<file path="src/rtl/lsu_sequencer.sv">
// lsu_sequencer: load/store sequencer between the control FSM and the memory port.
// Define LSU_MISALIGN_SPLIT_EN to split bus-boundary-crossing accesses into two beats.
//   state | meaning
//   IDLE  | ready, waiting for a request
//   ACC1  | first (or only) bus beat
//   ACC2  | second beat of a split access
//   RESP  | one-cycle completion pulse
module lsu_sequencer #(
  parameter int          BUS_W   = 32,
  parameter int unsigned TIMEOUT = 255
) (
  input  logic                 clk,
  input  logic                 rst,
  input  logic                 req_valid,
  output logic                 req_ready,
  input  logic                 req_we,
  input  logic [2:0]           req_funct3,
  input  logic [31:0]          req_addr,
  input  logic [31:0]          req_wdata,
  output logic                 rsp_valid,
  output logic [31:0]          rsp_rdata,
  output logic                 rsp_fault,
  output logic [31:0]          mem_addr,
  output logic                 mem_read,
  output logic                 mem_write,
  output logic [BUS_W/8-1:0]   mem_byte_enable,
  output logic [BUS_W-1:0]     mem_wdata,
  input  logic [BUS_W-1:0]     mem_rdata,
  input  logic                 mem_resp
);
  localparam int BE_W  = BUS_W / 8;
  localparam int OFF_W = $clog2(BE_W);
  localparam int CNT_W = (TIMEOUT > 1) ? $clog2(TIMEOUT + 1) : 1;
  localparam logic [CNT_W-1:0] CNT_LAST = CNT_W'((TIMEOUT == 0) ? 32'd0 : TIMEOUT - 32'd1);

  typedef enum logic [1:0] {IDLE, ACC1, ACC2, RESP} state_t;

  state_t             state_q, state_d;
  logic               we_q, fault_q;
  logic [2:0]         f3_q;
  logic [31:0]        addr_q, wdata_q;
  logic [CNT_W-1:0]   cnt_q;
  logic [BUS_W-1:0]   rd1_q;

  logic               req_legal, req_bad, tmo_hit;
  logic [OFF_W-1:0]   off_q;
  logic [BE_W-1:0]    mask_q, be_lo;
  logic [BUS_W-1:0]   wd_lo;
  logic [2*BUS_W-1:0] rd_all;
  logic [31:0]        aligned, raw, ext;

  always_comb begin
    if (req_we) req_legal = (req_funct3 <= 3'd2);
    else        req_legal = (req_funct3 <= 3'd2) || (req_funct3 == 3'd4) || (req_funct3 == 3'd5);
  end

  assign off_q   = addr_q[OFF_W-1:0];
  assign aligned = {addr_q[31:OFF_W], {OFF_W{1'b0}}};
  assign tmo_hit = (TIMEOUT != 0) && (cnt_q == CNT_LAST) && !mem_resp;

  always_comb begin
    case (f3_q[1:0])
      2'd0:    mask_q = BE_W'(1);
      2'd1:    mask_q = BE_W'(3);
      default: mask_q = BE_W'(15);
    endcase
  end

`ifdef LSU_MISALIGN_SPLIT_EN
  logic [2*BE_W-1:0]  be_full;
  logic [2*BUS_W-1:0] wd_full;
  logic [BE_W-1:0]    be_hi;
  logic [BUS_W-1:0]   wd_hi, rd2_q;
  logic               cross_q;

  assign req_bad = !req_legal;
  // Shift across a double-width window; the upper half is what spills into beat two.
  assign be_full = {{BE_W{1'b0}}, mask_q} << off_q;
  assign wd_full = {{BUS_W{1'b0}}, BUS_W'(wdata_q)} << {off_q, 3'b000};
  assign be_lo   = be_full[BE_W-1:0];
  assign be_hi   = be_full[2*BE_W-1:BE_W];
  assign wd_lo   = wd_full[BUS_W-1:0];
  assign wd_hi   = wd_full[2*BUS_W-1:BUS_W];
  assign cross_q = |be_hi;
  assign rd_all  = {rd2_q, rd1_q};
`else
  logic req_misalign;
  assign req_misalign = (req_funct3[1:0] == 2'd1 && req_addr[0]) ||
                        (req_funct3[1:0] == 2'd2 && req_addr[1:0] != 2'd0);
  assign req_bad = !req_legal || req_misalign;
  assign be_lo   = mask_q << off_q;
  assign wd_lo   = BUS_W'(wdata_q) << {off_q, 3'b000};
  assign rd_all  = {{BUS_W{1'b0}}, rd1_q};
`endif

  assign raw = 32'(rd_all >> {off_q, 3'b000});

  always_comb begin
    case (f3_q)
      3'd0:    ext = {{24{raw[7]}}, raw[7:0]};
      3'd1:    ext = {{16{raw[15]}}, raw[15:0]};
      3'd4:    ext = {24'd0, raw[7:0]};
      3'd5:    ext = {16'd0, raw[15:0]};
      default: ext = raw;
    endcase
  end

  always_comb begin
    state_d         = state_q;
    req_ready       = 1'b0;
    rsp_valid       = 1'b0;
    rsp_rdata       = '0;
    rsp_fault       = 1'b0;
    mem_addr        = '0;
    mem_read        = 1'b0;
    mem_write       = 1'b0;
    mem_byte_enable = '0;
    mem_wdata       = '0;
    case (state_q)
      IDLE: begin
        req_ready = 1'b1;
        if (req_valid) state_d = req_bad ? RESP : ACC1;
      end
      ACC1: begin
        mem_addr        = aligned;
        mem_read        = !we_q;
        mem_write       = we_q;
        mem_byte_enable = be_lo;
        mem_wdata       = wd_lo;
`ifdef LSU_MISALIGN_SPLIT_EN
        if (mem_resp)     state_d = cross_q ? ACC2 : RESP;
`else
        if (mem_resp)     state_d = RESP;
`endif
        else if (tmo_hit) state_d = RESP;
      end
`ifdef LSU_MISALIGN_SPLIT_EN
      ACC2: begin
        mem_addr        = aligned + 32'(BE_W);
        mem_read        = !we_q;
        mem_write       = we_q;
        mem_byte_enable = be_hi;
        mem_wdata       = wd_hi;
        if (mem_resp || tmo_hit) state_d = RESP;
      end
`endif
      RESP: begin
        rsp_valid = 1'b1;
        rsp_fault = fault_q;
        rsp_rdata = (fault_q || we_q) ? 32'd0 : ext;
        state_d   = IDLE;
      end
      default: state_d = IDLE;
    endcase
  end

  always_ff @(posedge clk or negedge rst) begin
    if (!rst) begin
      state_q <= IDLE;
      we_q    <= 1'b0;
      fault_q <= 1'b0;
      f3_q    <= '0;
      addr_q  <= '0;
      wdata_q <= '0;
      cnt_q   <= '0;
      rd1_q   <= '0;
`ifdef LSU_MISALIGN_SPLIT_EN
      rd2_q   <= '0;
`endif
    end else begin
      state_q <= state_d;
      if (state_d != state_q)
        cnt_q <= '0;
      else if ((state_q == ACC1 || state_q == ACC2) && !mem_resp)
        cnt_q <= cnt_q + CNT_W'(1);
      case (state_q)
        IDLE: if (req_valid) begin
          we_q    <= req_we;
          f3_q    <= req_funct3;
          addr_q  <= req_addr;
          wdata_q <= req_wdata;
          fault_q <= req_bad;
        end
        ACC1: begin
          if (mem_resp)     rd1_q   <= mem_rdata;
          else if (tmo_hit) fault_q <= 1'b1;
        end
`ifdef LSU_MISALIGN_SPLIT_EN
        ACC2: begin
          if (mem_resp)     rd2_q   <= mem_rdata;
          else if (tmo_hit) fault_q <= 1'b1;
        end
`endif
        default: ;
      endcase
    end
  end
endmodule

</file>
<file path="config.mk">
export PLATFORM = sky130hd
export DESIGN_NAME = lsu_sequencer
export DESIGN_NICKNAME = d
export VERILOG_FILES = /design/src/rtl/lsu_sequencer.sv
export SDC_FILE = /design/constraint.sdc
export NUM_CORES = 1
export LEC_CHECK = 0
export ABC_AREA = 1
export BUFFER_PORTS_ARGS = -buffer_cell sky130_fd_sc_hd__clkbuf_2
export CORE_UTILIZATION = 40
export CTS_BUF_LIST = sky130_fd_sc_hd__clkbuf_2 sky130_fd_sc_hd__clkbuf_4 sky130_fd_sc_hd__clkbuf_8
export DETAILED_ROUTE_END_ITERATION = 6
export GPL_ROUTABILITY_DRIVEN = 0
export PLACE_DENSITY = 0.74
export SYNTH_ARGS = -nofsm -noshare
export SYNTH_HDL_FRONTEND = slang
export SYNTH_SLANG_ARGS = --single-unit
</file>
<file path="constraint.sdc">
create_clock -name clk -period 4.6 [get_ports clk]
set_clock_uncertainty 0.05 [all_clocks]
set_input_delay 0.69 -clock clk [delete_from_list [all_inputs] [get_ports clk]]
set_output_delay 0.69 -clock clk [all_outputs]
set_load 0.005 [all_outputs]
</file>
==> metrics.yaml, run 1 <==
status:
  status: "complete, no violations"
cts:
  cts_tree: "yes"
  clock-sinks: 111
  htreeDepth: 3
  clockRootBuffer: "sky130_fd_sc_hd__clkbuf_8"
  clk_pin_slew_ns: 0.11
  worst_skew_pair.late_latency_ns: 0.39
  postCtsSetupBuffers: 0
  cts_repair_resize_count: 0
  cts_hold_buf: 0
  cts-buffers-inserted: 9
  ctsLongestPathBuffers: 2
pwr:
  power-per-cell-area_nw_per_um2: 644
  peakVddDrop_mv: 0.274
  static-leakage-power_nw: 4.15
global_routing:
  grt_util_met1_pct: 29.4
  grt_pass1_vias: 4888
  grt_first_pass_wirelength_mm: 24.7
  global_routing_met2_resource_utilization_pct: 32.3
  number_of_antenna_violations_at_the_first_check_in_global_routing: 0
  remaining_global_route_overflow: 0
  grt-busiest-layer: "met2"
  grt.met3_usage_pct: 4.26
  grt_start_max_net_pins: 76
  grtUsageTotal_pct: 21.0
final_layout:
  fillCellCount: 1466
  final_area_um2: 7310
  drive_gt1_share_pct: 29.0
  finish.net_count: 1067
  area_delta_synth_final_pct: 22.6
  antenna-diode-count: 0
  post_layout_nonfiller_instances: 1147
setup_path:
  setup.worst_path.end_class: "output pin"
  critical_path_peak_fanout: 40
  worst_setup_sp_type: "flop"
  path_type_of_the_worst_setup_path: "flop to output pin"
  cp_data_arrival_time_ns: 3.03
  critPathRequiredTime_ns: 3.86
sta:
  tightestPinTransition_ns: 1.04
  final_min_period_over_clock_period_pct: 81.9
  rsz_0062_raised_after_global_routing: "false"
  finalSetupTns_ns: 0
  max_slew_margin_pct: 30.6
  setup_viol: 0
  period_minus_slack_ns: 3.77
  fin_worst_hold_slack_ns: 0.391
  finalHoldViolCount: 0
  fmax_ghz: 0.265
  final-max-slew-violation-count: 0
  setup_slack_ns: 0.831
route:
  routedWlPerCell_um: 14.1
  detail_route.drc_violations: 0
  dr.pass1.iters: 5
  routed_vias: 5661
  drt.antenna.violating_nets: 0
  number_of_vias_per_cell: 4.94
  detailedRoute.firstIterationViolations: 465
  drt-total-wl_mm: 16.2
synth:
  yosys_warnings: 0
  post_synth_edffs: 0
  syn-cell-area_um2: 5970
  avgSynthCellArea_um2: 7.66
  async_flop_share_pct: 100
  syn_inst: 779
  post-synth-top-area-cell: "sky130_fd_sc_hd__dfrtp_1"
  postSynthRegisterBits: 111
  synth_top_area_share_pct: 46.6
  synth.distinct_cells: 35
  synth_most_common_cell: "sky130_fd_sc_hd__nand2_1"
  dominantRegCellSynth: "sky130_fd_sc_hd__dfrtp_1"
  synthTopCellsByCount: "sky130_fd_sc_hd__nand2_1 (300), sky130_fd_sc_hd__dfrtp_1 (111), sky130_fd_sc_hd__nor2_1 (72), sky130_fd_sc_hd__inv_1 (65), sky130_fd_sc_hd__o21ai_0 (48)"
  synth_area_leaders: "sky130_fd_sc_hd__dfrtp_1 (47%), sky130_fd_sc_hd__nand2_1 (19%), sky130_fd_sc_hd__mux2_2 (6.0%)"
  share_of_synthesized_area_occupied_by_flip_flops_and_latches_pct: 46.6
placement:
  dpl.hpwl_mm: 11.5
  numPlacedInstances: 1131
  place.port_buffers: 206
  post_place_cell_area_um2: 7090
  post-place-ws_ns: 1.33
floorplan:
  design.die.area_um2: 15400
  die_h_um: 124
  boundaryPins: 209
  core_area_um2: 14500
  rows: 44
  die-width_um: 124
  initial_core_util_pct: 41.1
job:
  number_of_maximum_capacitance_violations: 0
min_path:
  hold_path.class: "input pin to asynchronous set/reset pin"
## final cells by class
type                    count  area [um2]  area share, %
clock buffers               9         124           1.69
flip-flops and latches    111        2780           38.0
clock inverters             7         105           1.44
well taps                 184         230           3.15
repair buffers            212        1080           14.7
inverters                  69         259           3.54
multi-input cells         555        2740           37.4
## cells in the final DEF, fill, tap and decap left out, types with 2 or more instances in the layout
cell and instances:
sky130_fd_sc_hd__conb_1 2, sky130_fd_sc_hd__nor2_1 72, sky130_fd_sc_hd__bufinv_16 2, sky130_fd_sc_hd__inv_2 2, sky130_fd_sc_hd__mux2_2 32, sky130_fd_sc_hd__buf_4 7, sky130_fd_sc_hd__a311oi_1 7, sky130_fd_sc_hd__mux2i_1 5
sky130_fd_sc_hd__xnor2_1 3, sky130_fd_sc_hd__nor2_2 10, sky130_fd_sc_hd__inv_1 65, sky130_fd_sc_hd__xor2_1 5, sky130_fd_sc_hd__nor3_1 2, sky130_fd_sc_hd__a21oi_1 20, sky130_fd_sc_hd__ha_1 4, sky130_fd_sc_hd__inv_8 2
sky130_fd_sc_hd__o32ai_1 10, sky130_fd_sc_hd__o22ai_1 10, sky130_fd_sc_hd__nand2_2 2, sky130_fd_sc_hd__clkinv_1 2, sky130_fd_sc_hd__nand3_1 14, sky130_fd_sc_hd__clkinv_4 2, sky130_fd_sc_hd__clkbuf_2 205, sky130_fd_sc_hd__dfrtp_1 110
sky130_fd_sc_hd__nand2_1 299, sky130_fd_sc_hd__o21ai_0 48, sky130_fd_sc_hd__clkbuf_8 9
## final timing paths
check,startpoint,endpoint,slack (ns),cells after the start
max,addr_q[1],rsp_rdata[20],0.83,8
max reg2reg,state_q[0],cnt_q[5],2.12,9
min in group clk,req_addr[30],addr_q[30],0.43,3
min reg2reg,wdata_q[31],wdata_q[31],0.44,2
min,rst,rd1_q[22],0.39,1
max in group asynchronous,rst,addr_q[5],3.08,2
## stage by stage
step / utilization, % / power (mW)
2_1_floorplan: - / 3.28
3_5_place_dp: 48.8 / 4.06
6_report: 50.3 / 4.71
3_3_place_gp: 48.8 / 4.01
5_1_grt: 50.3 / 5.14
4_1_cts: 50.3 / 4.75
## routing by layer
layer  wire length [um]  vias up
met5                  0        -
met4                308        0
met3                951       26
met2               7430      207
met1               7470     2623
li1                   -     2805
## worst max-delay path: stages, from the launching register on
cell and delay, ns:
sky130_fd_sc_hd__dfrtp_1 0.55, sky130_fd_sc_hd__inv_1 0.83, sky130_fd_sc_hd__nand3_1 0.16, sky130_fd_sc_hd__o21a_1 0.20, sky130_fd_sc_hd__nand2_4 0.12, sky130_fd_sc_hd__nand2_2 0.07, sky130_fd_sc_hd__o21bai_4 0.45, sky130_fd_sc_hd__nor2_1 0.11
sky130_fd_sc_hd__clkbuf_2 0.14
## cells by family after synthesis
kind of cell / synth area share [%]
and+or+nand+nor: 26.6
buffers and inverters: 7.70
adders and majority gates: 1.05
AOI/OAI and AO/OA: 9.96
xor gates and xnor gates: 1.17
muxes: 6.88
other: 0.0628
DFF: 46.6
## flip-flops by register name, indices dropped and copies added (netlist names)
| name | count |
|---|---|
| addr_q | 32 |
| cnt_q | 8 |
| wdata_q | 32 |
| rd1_q | 32 |
| fault_q | 1 |
| f3_q | 3 |
| we_q | 1 |
| state_q | 2 |
## power by group
group,internal [mW],total (mW),switching (mW)
Sequential,1.41,1.73,0.314
Clock,0.316,0.677,0.362
Combinational,0.883,2.31,1.42
Total,2.61,4.71,2.10
Note: power is estimated with default switching activity, not from simulation.
==> inputs of run 2 (changes only) <==
--- a/config.mk
+++ b/config.mk
@@ -11,7 +11,7 @@
 export CTS_BUF_LIST = sky130_fd_sc_hd__clkbuf_2 sky130_fd_sc_hd__clkbuf_4 sky130_fd_sc_hd__clkbuf_8
 export DETAILED_ROUTE_END_ITERATION = 6
 export GPL_ROUTABILITY_DRIVEN = 0
-export PLACE_DENSITY = 0.74
+export PLACE_DENSITY = 0.77
 export SYNTH_ARGS = -nofsm -noshare
 export SYNTH_HDL_FRONTEND = slang
 export SYNTH_SLANG_ARGS = --single-unit
==> constraint.sdc (replaced) <==
create_clock -name clk -period 3.1 [get_ports clk]
set_clock_uncertainty 0.05 [all_clocks]
set_input_delay 0.465 -clock clk [delete_from_list [all_inputs] [get_ports clk]]
set_output_delay 0.465 -clock clk [all_outputs]
set_load 0.005 [all_outputs]
==> metrics.yaml, run 2 (synthesis results as in run 1) <==
pwr:
  power-per-cell-area_nw_per_um2: 954
  p_int_mw: 3.85
  p_sw_mw: 3.17
  static-leakage-power_nw: 4.17
  share_clk_of_total_power_pct: 12.9
  power.combinational.fraction_pct: 50.3
  power.share.switching_pct: 45.1
  peakVddDrop_mv: 0.383
  sequentialPowerShare_pct: 36.9
cts:
  ctsLongestPathBuffers: 2
  htreeDepth: 3
  clockRootBuffer: "sky130_fd_sc_hd__clkbuf_8"
  worst_skew_pair.late_latency_ns: 0.38
  clock-sinks: 111
  clk_pin_slew_ns: 0.11
  cts_tree: "yes"
  cts-buffers-inserted: 9
setup_path:
  crit_path_top_delay_cell: "sky130_fd_sc_hd__dfrtp_1"
  cp_cell_sequence: "inv_1 > ha_2 > inv_1 > nor2_1 > clkinvlp_4 > buf_4 > o32ai_1 > clkbuf_2"
  worst_setup_sp_type: "flop"
  setup.worst_path.end_class: "output pin"
  critical_register_to_register_path_startpoint: "state_q[1]"
  crit_path_max_incr_delay_ns: 0.44
  critical_path_peak_fanout: 10
  crit_top_cell: "sky130_fd_sc_hd__inv_1"
  reg2reg_to: "cnt_q[0]"
  path_type_of_the_worst_setup_path: "flop to output pin"
  timing.critical_path.max_delay_family: "buffers and inverters"
  minimum_setup_slack_among_reg_to_reg_paths_ns: 0.94
  reg2regPathDepth: 8
  cp_data_arrival_time_ns: 2.40
  worst-path-buf-inv: 5
  critPathRequiredTime_ns: 2.58
floorplan:
  initial_core_util_pct: 41.1
  design.die.area_um2: 15400
  core_area_um2: 14500
  die_h_um: 124
  boundaryPins: 209
  die-width_um: 124
  rows: 44
min_path:
  timing.hold.worst_path_depth: 3
  holdPathEnd: "addr_q[11]"
  hold_path.class: "input pin to flop"
  min_from: "req_addr[11]"
route:
  routedWlPerCell_um: 14.7
  drt.antenna.violating_nets: 0
  detail_route.drc_violations: 0
  dr.pass1.iters: 5
  detailedRoute.firstIterationViolations: 344
  drt-total-wl_mm: 17.0
  number_of_vias_per_cell: 4.94
  routed_vias: 5716
placement:
  post_place_cell_area_um2: 7120
  dpl.hpwl_mm: 12.3
  place.port_buffers: 206
final_layout:
  area_delta_synth_final_pct: 23.4
  final_area_um2: 7360
  final_cell_mix: "sky130_fd_sc_hd__nand2_1 (298), sky130_fd_sc_hd__clkbuf_2 (205), sky130_fd_sc_hd__dfrtp_1 (110)"
  fillCellCount: 1467
  finish.net_count: 1075
  largest_registers: "addr_q: 32 flops, rd1_q: 32 flops, wdata_q: 32 flops"
  drive_gt1_share_pct: 29.7
  commonest_non_fill_non_tap_cell_in_the_layout: "sky130_fd_sc_hd__nand2_1"
sta:
  setup_viol: 0
  finalSetupTns_ns: 0
  final-max-slew-violation-count: 0
  tightestPinTransition_ns: 0.689
  max_slew_margin_pct: 54.1
  fmax_ghz: 0.343
  rsz_0062_raised_after_global_routing: "true"
  finalHoldViolCount: 0
  final_min_period_over_clock_period_pct: 94.1
  period_minus_slack_ns: 2.92
  fin_worst_hold_slack_ns: 0.209
status:
  status: "complete, no violations"
global_routing:
  grt_start_max_net_pins: 55
  grt_pass1_vias: 5101
  remaining_global_route_overflow: 0
  number_of_antenna_violations_at_the_first_check_in_global_routing: 1
  grtUsageTotal_pct: 22.0
  grt_first_pass_wirelength_mm: 25.6
job:
  number_of_maximum_capacitance_violations: 0
==> run 2: power groups by stage <==
stage               logic, mW  clock network, mW  registers [mW]
floorplan                2.45                  0            2.42
global placement         3.43                  0            2.57
detailed placement       3.50                  0            2.59
CTS                      3.51              0.940            2.57
global route             3.98              0.991            2.66
finish                   3.53              0.904            2.59
==> run 2: worst max-delay path by stage <==
stage               startpoint       endpoint  slack, ns  depth (start not counted)
detailed placement  state_q[1]  mem_wdata[20]       0.54                          6
global route        state_q[1]   mem_wdata[4]       0.02                          9
global placement    state_q[1]  mem_wdata[20]       0.62                          6
finish              state_q[1]  mem_wdata[26]       0.18                          8
floorplan           state_q[1]  mem_wdata[30]       1.16                          7
CTS                 state_q[1]  mem_wdata[20]       0.10                          6
==> run 2: worst register-to-register path: cells and delay by family, from the launching register on <==
kind	cells	cell delay (ns)
flops	1	0.44
simple gates	4	0.87
xor+xnor	1	0.17
fa+ha+maj	1	0.33
buf+inv	2	0.19
==> run 2: metal layers <==
| metal | vias up | GRT usage, % | part of all wire [%] | wire length (um) |
|---|---|---|---|---|
| li1 | 2818 | - | - | - |
| met1 | 2686 | 29.5 | 45 | 7610 |
| met2 | 181 | 33.9 | 46 | 7880 |
| met3 | 31 | 5.54 | 6.2 | 1050 |
| met4 | 0 | 8.48 | 2.5 | 420 |
| met5 | - | 0 | 0 | 0 |
==> run 2: what timing repair did <==
action,4_1_cts,5_1_grt
setup endpoints to repair,0,13
buffers inserted,0,1
hold buffers,1,0
hold endpoints to repair,6,0
resized for setup,0,3
==> run 2: layout make-up <==
class	count	area, um2	share of cell area, %
Sequential cell	111	2780	37.8
Multi-Input combinational cell	555	2740	37.2
Timing Repair Buffer	219	1130	15.4
Inverter	69	263	3.57
Tap cell	184	230	3.13
Clock buffer	10	138	1.87
Clock inverter	6	66.3	0.901
Timing Repair inverter	1	7.51	0.102
Antenna cell	1	2.50	0.0340
==> run 2: metrics by stage <==
step / cells / util [%] / power [mW] / worst slack (ns)
global placement: 1136 / 49.0 / 6.00 / 0.624
detailed placement: 1136 / 49.0 / 6.08 / 0.542
floorplan: 780 / - / 4.87 / 1.16
finish: 1156 / 50.6 / 7.02 / 0.182
CTS: 1153 / 50.5 / 7.02 / 0.101
global route: 1155 / 50.6 / 7.62 / 0.0211
